File: config.mk
export PLATFORM = sky130hd
export DESIGN_NAME = core_lsu_ctrl
export DESIGN_NICKNAME = d
export VERILOG_FILES = /design/src/rtl/core_lsu_ctrl.sv
export SDC_FILE = /design/constraint.sdc
export NUM_CORES = 1
export LEC_CHECK = 0
export BUFFER_PORTS_ARGS = -buffer_cell sky130_fd_sc_hd__buf_4
export CORE_AREA = 2 2 108 110
export DETAILED_ROUTE_END_ITERATION = 8
export DIE_AREA = 0 0 110 112
export GPL_TIMING_DRIVEN = 0
export MAX_ROUTING_LAYER = met4
export PLACE_DENSITY_LB_ADDON = 0.2
export SYNTH_ARGS = -nofsm -noshare
export SYNTH_HDL_FRONTEND = slang
export SYNTH_SLANG_ARGS = --single-unit
export TNS_END_PERCENT = 5
File: constraint.sdc
create_clock -name clk -period 1.6 [get_ports clk]
set_input_delay 0.32 -clock clk [delete_from_list [all_inputs] [get_ports clk]]
set_output_delay 0.32 -clock clk [all_outputs]
set_load 0.01 [all_outputs]
File: src/rtl/core_lsu_ctrl.sv
// Load/store sequencer between the EX stage and the data-memory bus: one op in flight,
// word-aligned bus request with byte lanes, sign/zero-extended load writeback.
module core_lsu_ctrl #(
  parameter int XLEN    = 32,
  parameter int RFIDX_W = 5
) (
  input  logic               clk,
  input  logic               rst_n,
  input  logic               i_valid,
  output logic               o_ready,
  input  logic               i_load,
  input  logic               i_store,
  input  logic [1:0]         i_size,
  input  logic               i_unsigned,
  input  logic [XLEN-1:0]    i_addr,
  input  logic [XLEN-1:0]    i_wdata,
  input  logic [RFIDX_W-1:0] i_rd_idx,
  output logic               o_mem_req_valid,
  input  logic               i_mem_req_ready,
  output logic [XLEN-1:0]    o_mem_addr,
  output logic               o_mem_wen,
  output logic [XLEN-1:0]    o_mem_wdata,
  output logic [3:0]         o_mem_wstrb,
  input  logic               i_mem_rsp_valid,
  input  logic               i_mem_rsp_err,
  input  logic [XLEN-1:0]    i_mem_rdata,
  output logic               o_mem_rsp_ready,
  output logic               o_wb_valid,
  output logic [RFIDX_W-1:0] o_wb_rd_idx,
  output logic [XLEN-1:0]    o_wb_data,
  output logic               o_misalign,
  output logic               o_fault,
  output logic [1:0]         dbg_state
);

  // Handshakes: a transfer happens on a rising edge where valid and ready are both 1.
  // EX->LSU (i_valid/o_ready) and the bus request (o_mem_req_valid/i_mem_req_ready)
  // hold their payload stable while valid is high and ready is low; the response
  // channel (i_mem_rsp_valid/o_mem_rsp_ready) is only consumed in WAIT.
  localparam logic [1:0] S_IDLE = 2'd0;
  localparam logic [1:0] S_REQ  = 2'd1;
  localparam logic [1:0] S_WAIT = 2'd2;

  logic [1:0]         state;
  logic               op_load;
  logic [1:0]         op_size;
  logic               op_unsigned;
  logic [1:0]         op_off;
  logic [RFIDX_W-1:0] op_rd;

  logic            is_mem;
  logic            size_w;
  logic            misaligned;
  logic            accept;
  logic [XLEN-1:0] lane_wdata;
  logic [3:0]      lane_wstrb;
  logic [XLEN-1:0] rshift;
  logic [XLEN-1:0] load_data;

  assign o_ready         = (state == S_IDLE);
  assign o_mem_req_valid = (state == S_REQ);
  assign o_mem_rsp_ready = (state == S_WAIT);
  assign dbg_state       = state;

  always_comb begin
    is_mem     = i_load | i_store;
    size_w     = i_size[1];
    misaligned = ((i_size == 2'b01) & i_addr[0]) | (size_w & (i_addr[1:0] != 2'b00));
    accept     = i_valid & o_ready;
    lane_wdata = i_wdata;
    lane_wstrb = 4'b1111;
    case (i_size)
      2'b00: begin
        lane_wdata = {4{i_wdata[7:0]}};
        lane_wstrb = 4'b0001 << i_addr[1:0];
      end
      2'b01: begin
        lane_wdata = {2{i_wdata[15:0]}};
        lane_wstrb = 4'b0011 << i_addr[1:0];
      end
      default: begin
        lane_wdata = i_wdata;
        lane_wstrb = 4'b1111;
      end
    endcase
  end

  // The addressed byte/halfword is brought down to bit 0 before extension.
  always_comb begin
    rshift    = i_mem_rdata >> {op_off, 3'b000};
    load_data = i_mem_rdata;
    case (op_size)
      2'b00:   load_data = op_unsigned ? {{(XLEN-8){1'b0}}, rshift[7:0]}
                                       : {{(XLEN-8){rshift[7]}}, rshift[7:0]};
      2'b01:   load_data = op_unsigned ? {{(XLEN-16){1'b0}}, rshift[15:0]}
                                       : {{(XLEN-16){rshift[15]}}, rshift[15:0]};
      default: load_data = i_mem_rdata;
    endcase
  end

  always_ff @(posedge clk) begin
    if (!rst_n) begin
      state       <= S_IDLE;
      op_load     <= 1'b0;
      op_size     <= 2'b00;
      op_unsigned <= 1'b0;
      op_off      <= 2'b00;
      op_rd       <= '0;
      o_mem_addr  <= '0;
      o_mem_wen   <= 1'b0;
      o_mem_wdata <= '0;
      o_mem_wstrb <= 4'b0000;
      o_wb_valid  <= 1'b0;
      o_wb_rd_idx <= '0;
      o_wb_data   <= '0;
      o_misalign  <= 1'b0;
      o_fault     <= 1'b0;
    end else begin
      o_wb_valid <= 1'b0;
      o_misalign <= 1'b0;
      o_fault    <= 1'b0;
      case (state)
        S_IDLE: begin
          // Ops with neither load nor store set are accepted and silently dropped.
          if (accept && is_mem) begin
            if (misaligned) begin
              o_misalign <= 1'b1;
            end else begin
              state       <= S_REQ;
              op_load     <= i_load;
              op_size     <= i_size;
              op_unsigned <= i_unsigned;
              op_off      <= i_addr[1:0];
              op_rd       <= i_rd_idx;
              o_mem_addr  <= {i_addr[XLEN-1:2], 2'b00};
              o_mem_wen   <= ~i_load;
              o_mem_wdata <= i_load ? '0 : lane_wdata;
              o_mem_wstrb <= i_load ? 4'b0000 : lane_wstrb;
            end
          end
        end
        S_REQ: begin
          if (i_mem_req_ready) state <= S_WAIT;
        end
        S_WAIT: begin
          if (i_mem_rsp_valid) begin
            state <= S_IDLE;
            if (i_mem_rsp_err) begin
              o_fault <= 1'b1;
            end else if (op_load) begin
              o_wb_valid  <= 1'b1;
              o_wb_rd_idx <= op_rd;
              o_wb_data   <= load_data;
            end
          end
        end
        default: state <= S_IDLE;
      endcase
    end
  end

endmodule

==> flow_summary.toml, run 1 <==
[floorplan]
initial_core_util_pct = 46.7
chipHeight_um = 112
fp.dieArea_um2 = 12300
core_area_um2 = 11200
ios = 226
fp-row-count = 39
dieWidth_um = 110

[drt]
routed_via_density = 5.47
routed_wl_um = 18500
avgRoutedWirePerCell_um = 18.3
drt_first_pass_iters = 5
drtIter0Drc = 340
drc_errors = 0
antenna_left = 0
dr_total_vias = 5550

[setup_path]
cp-start-kind = "flip-flop"
rr_worst_depth = 6
cp-end-kind = "flip-flop"
critPathArrivalTime_ns = 1.93
cp_max_fo = 8
critPathKind = "flip-flop to flip-flop"
cp.required_ns = 1.90

[global_routing]
first_global_vias = 5339
grt_use_total_pct = 30.0
grt_first_pass_wirelength_um = 27400
grt_max_degree = 17
grt_overflow = 0
antenna_found_initial = 0

[synth]
yosys.area.top_type_share_pct = 46.1
synthTopCellsByArea = "dfxtp_1 46%, nand2_1 9.8%, a21oi_1 8.3%"
ys_warn_count = 0
synth_top_cell_by_area = "dfxtp_1"
async_flop_share_pct = 0
ys_top_cells_by_count = "136 x nand2_1, 120 x dfxtp_1, 87 x a21oi_1, 42 x mux2i_1, 33 x o21ai_0"
synth_edf_count = 0
syn_inst = 600
syn_area_um2 = 5220
synth.avg_cell_area_um2 = 8.69
yosysMostFrequentCell = "nand2_1"
synth_seq_cells = 120
ys_seq_area_share_pct = 46.1
ys.flop_type = "dfxtp_1"
synth_cell_types = 42

[min_path]
hold_depth = 3
worstHoldPathType = "primary input to flip-flop"

[sta]
fin_ws_ns = -0.0285
setup-tns-final_ns = -0.113
max_freq_mhz = 614
tightest_slew_ns = 0.962
relSlewSlack_pct = 35.6
period_needed_ns = 1.63
finalCritPeriodShare_pct = 102
hold_viol_final = 0
skew_ns = 0.0105
rsz0062_at_grt = "true"
finalSetupViolations = 11
drv_slew = 0

[placement]
gp_routability_congestion = 0.931
place_area_um2 = 7070
pre_cts_ws_ns = -0.307
portBuffers = 223
dp.cells = 967
dpl.hpwl_um = 12800

[clock_network]
cts-root-buf = "clkbuf_16"
cts_tree = "built"
max-clock-path-buffers = 2
h-tree-depth = 4
cts.clk_slew.worst_paths_ns = 0.06
cts_hold_buf = 0
cts_sinks = 120
numCtsBuffers = 17
clk_latency_ns = 0.42

[pwr]
finalPower_mw = 7.66
p_leak_nw = 3.40
power.density_nw_per_um2 = 956
ir_drop_v = 0.000775

[final_layout]
diodes = 0
layout.cells.non_filler = 1014
nets = 973
final_cell_area_um2 = 8010
drive_above_1_share_pct = 39.0
syn2layout_area_growth_pct = 53.6

[outcome]
violations = "negative setup slack"
status = "finished, violations left"

[run]
maxCapViolCount = 0
[final timing paths]
path | startpoint | end | slack [ns]
worst max-delay path | dbg_state[1] | o_mem_wstrb[2] | -0.03
worst min-delay path | i_addr[12] | o_mem_addr[12] | 0.15
worst max register to register | dbg_state[1] | o_mem_wstrb[2] | -0.03
worst min register to register | op_rd[2] | o_wb_rd_idx[2] | 0.45
[critical path, stage by stage, from the launching register on]
cell and delay (ns):
dfxtp_4 0.36, nor3b_4 0.29, o2111a_1 0.25, buf_6 0.13
nor2_4 0.08, buf_4 0.18, a22o_1 0.23
[routing by layer]
layer  track usage [%]  vias up  part of all wire, %
li1                  -     2641                    -
met1              35.0     2607                   40
met2              47.6      256                   49
met3              8.02       46                  7.6
met4              13.7        0                  3.2
met5                 -        -                    0
[flip-flops by register name, indices dropped and copies added (netlist names), 4 cells and up]
name         count
o_wb_data       32
o_wb_rd_idx      5
op_rd            5
o_mem_wstrb      4
o_mem_addr      30
o_mem_wdata     32
[power breakdown]
part	switching [mW]	total [mW]	internal [mW]
Sequential	0.0450	3.11	3.06
Clock	1.32	3.54	2.22
Combinational	0.522	1.01	0.488
Total	1.89	7.66	5.77
[per-stage QoR]
stage          hold WS, ns  utilization, %
6_report             0.150            71.7
5_1_grt              0.138            71.7
4_1_cts              0.134            70.1
3_5_place_dp         0.447            63.3
3_3_place_gp         0.441            63.3
2_1_floorplan        0.432               -
[placed cells by master, fill, tap and decap left out, types with 10 or more instances in the layout]
| cell | count |
|---|---|
| a21oi_1 | 86 |
| a22o_1 | 18 |
| buf_2 | 16 |
| buf_4 | 242 |
| clkbuf_1 | 15 |
| clkbuf_16 | 17 |
| dfxtp_1 | 118 |
| mux2i_1 | 42 |
| nand2_1 | 136 |
| nand2b_1 | 10 |
| nor3_1 | 17 |
| o21ai_0 | 33 |
| o2bb2ai_2 | 14 |
[cell families after synthesis]
logic type,count (synthesis),synth area share (%)
muxes,42,8.06
other,1,0.0719
DFF,120,46.1
and+or+nand+nor,187,15.3
AOI/OAI and AO/OA,193,25.2
buffers and inverters,56,5.13
xor gates and xnor gates,1,0.168
[layout make-up]
| class | instances | area [µm²] |
|---|---|---|
| plain buffers | 52 | 318 |
| fillers | 846 | 3160 |
| inverters | 3 | 11.3 |
| multi-input cells | 425 | 2700 |
| flip-flops and latches | 120 | 2410 |
| well taps | 143 | 179 |
| clock buffers | 21 | 470 |
| repair buffers | 242 | 1850 |
| clock inverters | 8 | 75.1 |
[what timing repair did]
item / 4_1_cts / 5_1_grt
setup buffers: 8 / 10
setup endpoints to repair: 105 / 105
pin swaps: 6 / 14
gates resized for setup: 34 / 39
gates cloned: 2 / 1
No activity file was read; power rests on OpenSTA's default activity.
==> run 2: changes to the inputs <==
--- a/config.mk
+++ b/config.mk
@@ -5,10 +5,11 @@
 export SDC_FILE = /design/constraint.sdc
 export NUM_CORES = 1
 export LEC_CHECK = 0
+export ABC_AREA = 1
 export BUFFER_PORTS_ARGS = -buffer_cell sky130_fd_sc_hd__buf_4
-export CORE_AREA = 2 2 108 110
+export CORE_AREA = 2 2 112 114
 export DETAILED_ROUTE_END_ITERATION = 8
-export DIE_AREA = 0 0 110 112
+export DIE_AREA = 0 0 114 116
 export GPL_TIMING_DRIVEN = 0
 export MAX_ROUTING_LAYER = met4
 export PLACE_DENSITY_LB_ADDON = 0.2
==> run 2 against run 1 <==
- the run now ends clean
- clock power rose by 10%
- via count rose by 18%
- global-route usage fell by 0.43 points
- critical endpoint is now o_mem_req_valid
==> flow_summary.toml, run 2 <==
[synth]
synth_cell_types = 24
synth_edf_count = 0
yosysMostFrequentCell = "nor2_1"
synth_seq_cells = 120
yosys.area.top_type_share_pct = 41.6
async_flop_share_pct = 0
ys_top_cells_by_count = "173 x nor2_1, 167 x nand2_1, 120 x dfxtp_1, 88 x inv_1, 73 x nand3_1"
ys.flop_type = "dfxtp_1"
synth.avg_cell_area_um2 = 6.59
syn_area_um2 = 5780
ys_warn_count = 0
synth_top_cell_by_area = "dfxtp_1"
syn_inst = 877
ys_seq_area_share_pct = 41.6
synthTopCellsByArea = "dfxtp_1 42%, nor2_1 11%, nand2_1 11%"

[global_routing]
grt_overflow = 0
first_global_vias = 6199
grt_first_pass_wirelength_um = 29700
antenna_found_initial = 0
grt_max_degree = 17
grt_use_total_pct = 29.6

[final_layout]
final_cell_mix = "234 x buf_4, 170 x nor2_1, 165 x nand2_1"
diodes = 0
ff_latch_area_um2 = 2410
syn2layout_area_growth_pct = 43.7
reg.largest.list = "o_mem_wdata (32), o_wb_data (32), o_mem_addr (30)"
drive_above_1_share_pct = 30.3
nets = 1230
multi_input_area_um2 = 2750
layout_commonest_cell = "buf_4"
final.fill_count = 1075

[min_path]
hold_depth = 3
worstHoldPathType = "primary input to flip-flop"

[sta]
tightest_slew_ns = 0.582
drv_slew = 0
period_needed_ns = 1.50
setup-tns-final_ns = 0
max_freq_mhz = 668
finalCritPeriodShare_pct = 93.5
finalSetupViolations = 0
hold_viol_final = 0
fin_ws_ns = 0.104
skew_ns = 0.00461
relSlewSlack_pct = 61.2
rsz0062_at_grt = "true"

[clock_network]
numCtsBuffers = 17
cts_sinks = 120
cts_hold_buf = 0
cts_tree = "built"
max-clock-path-buffers = 2
cts.clk_slew.worst_paths_ns = 0.05
cts-root-buf = "clkbuf_16"
clk_latency_ns = 0.42
h-tree-depth = 4

[setup_path]
cp.required_ns = 1.28
crit_end = "o_mem_req_valid"
regToRegStartpoint = "op_off[0]"
cp_max_fo = 4
crit_start = "dbg_state[0]"
r2r_setup_slack_ns = 0.12
cp-start-kind = "flip-flop"
critPathMaxStageDelay_ns = 0.39
cp.depth = 3
rr_worst_depth = 9
path_cells = "inv_1 -> nor2_1 -> buf_4"
r2r-end = "o_wb_data[29]"
critPathKind = "flip-flop to output port"
cp-end-kind = "output port"
critPathBufInv = 2
cp_top_family = "flip-flops"
critPathArrivalTime_ns = 1.18
slowest_stage = "dfxtp_2"

[floorplan]
dieWidth_um = 114
fp-row-count = 40
ios = 226
fp.dieArea_um2 = 13200
core_area_um2 = 11900
chipHeight_um = 116
initial_core_util_pct = 48.5

[drt]
antenna_left = 0
avgRoutedWirePerCell_um = 14.7
drt_first_pass_iters = 5
drc_errors = 0
routed_wl_um = 18800
drtIter0Drc = 415
dr_total_vias = 6534
routed_via_density = 5.11

[placement]
pre_cts_ws_ns = -0.376
dpl.hpwl_um = 13800
gp_routability_congestion = 0.909
portBuffers = 220

[pwr]
finalPower_mw = 8.40
ir_drop_v = 0.000840
power.density_nw_per_um2 = 1010
p_leak_nw = 4.25

[outcome]
status = "finished clean"

[run]
maxCapViolCount = 0
[run 2: final cells by class]
type / instances / share of cell area, %
well taps: 147 / 2.21
flip-flops and latches: 120 / 29.0
plain buffers: 59 / 4.37
inverters: 92 / 4.16
clock buffers: 20 / 5.50
repair buffers: 221 / 20.0
multi-input cells: 607 / 33.1
clock inverters: 12 / 1.79
[run 2: cell families (layout without fill, tap and decap cells)]
logic type	count (synthesis)	count (layout)	synth area share, %
simple gates	443	443	31.7
compound gates	162	162	14.8
buf+inv	151	404	11.8
flops	120	120	41.6
other cells	1	2	0.0649
[run 2: through the flow]
stage,hold WS (ns),instances,area (µm²),utilization [%]
floorplan,0.450,878,5780,-
global placement,0.452,1245,7620,64.0
detailed placement,0.454,1245,7620,64.0
CTS,0.111,1278,8250,69.2
global route,0.107,1278,8310,69.8
finish,0.122,1278,8310,69.8
[run 2: metal layers]
layer | up-vias | share of wire [%] | GRT usage (%) | wire length (µm)
li1 | 3238 | - | - | -
met4 | 0 | 2.5 | 12.4 | 465
met2 | 257 | 49 | 49.3 | 9240
met5 | - | 0 | - | 0
met3 | 37 | 6.8 | 6.12 | 1280
met1 | 3002 | 42 | 34.8 | 7830
[run 2: what timing repair did]
item | in CTS | in global routing
buffers inserted | 1 | 0
resized for setup | 4 | 25
setup endpoints to repair | 37 | 91
hold endpoints to repair | 0 | 0
pin swaps | 1 | 1
[run 2: worst reg2reg max path, delay by kind of cell (launching register included)]
kind	cells	cell delay, ns
DFF	1	0.38
and+or+nand+nor	6	0.57
buffers and inverters	3	0.44
[run 2: power breakdown]
part	leakage [nW]	total [mW]	switching, mW	internal [mW]
registers	0.977	3.18	0.0707	3.11
logic	2.97	1.31	0.743	0.569
clock network	0.300	3.90	1.38	2.52
total	4.25	8.40	2.19	6.20
[run 2: worst min path at each step]
stage                     from  slack, ns              end
6_report            i_addr[12]       0.12   o_mem_addr[12]
2_1_floorplan         op_rd[4]       0.45   o_wb_rd_idx[4]
3_5_place_dp   o_mem_wdata[16]       0.45  o_mem_wdata[16]
5_1_grt             i_addr[14]       0.11   o_mem_addr[14]
4_1_cts             i_addr[14]       0.11   o_mem_addr[14]
3_3_place_gp   o_mem_wdata[26]       0.45  o_mem_wdata[26]
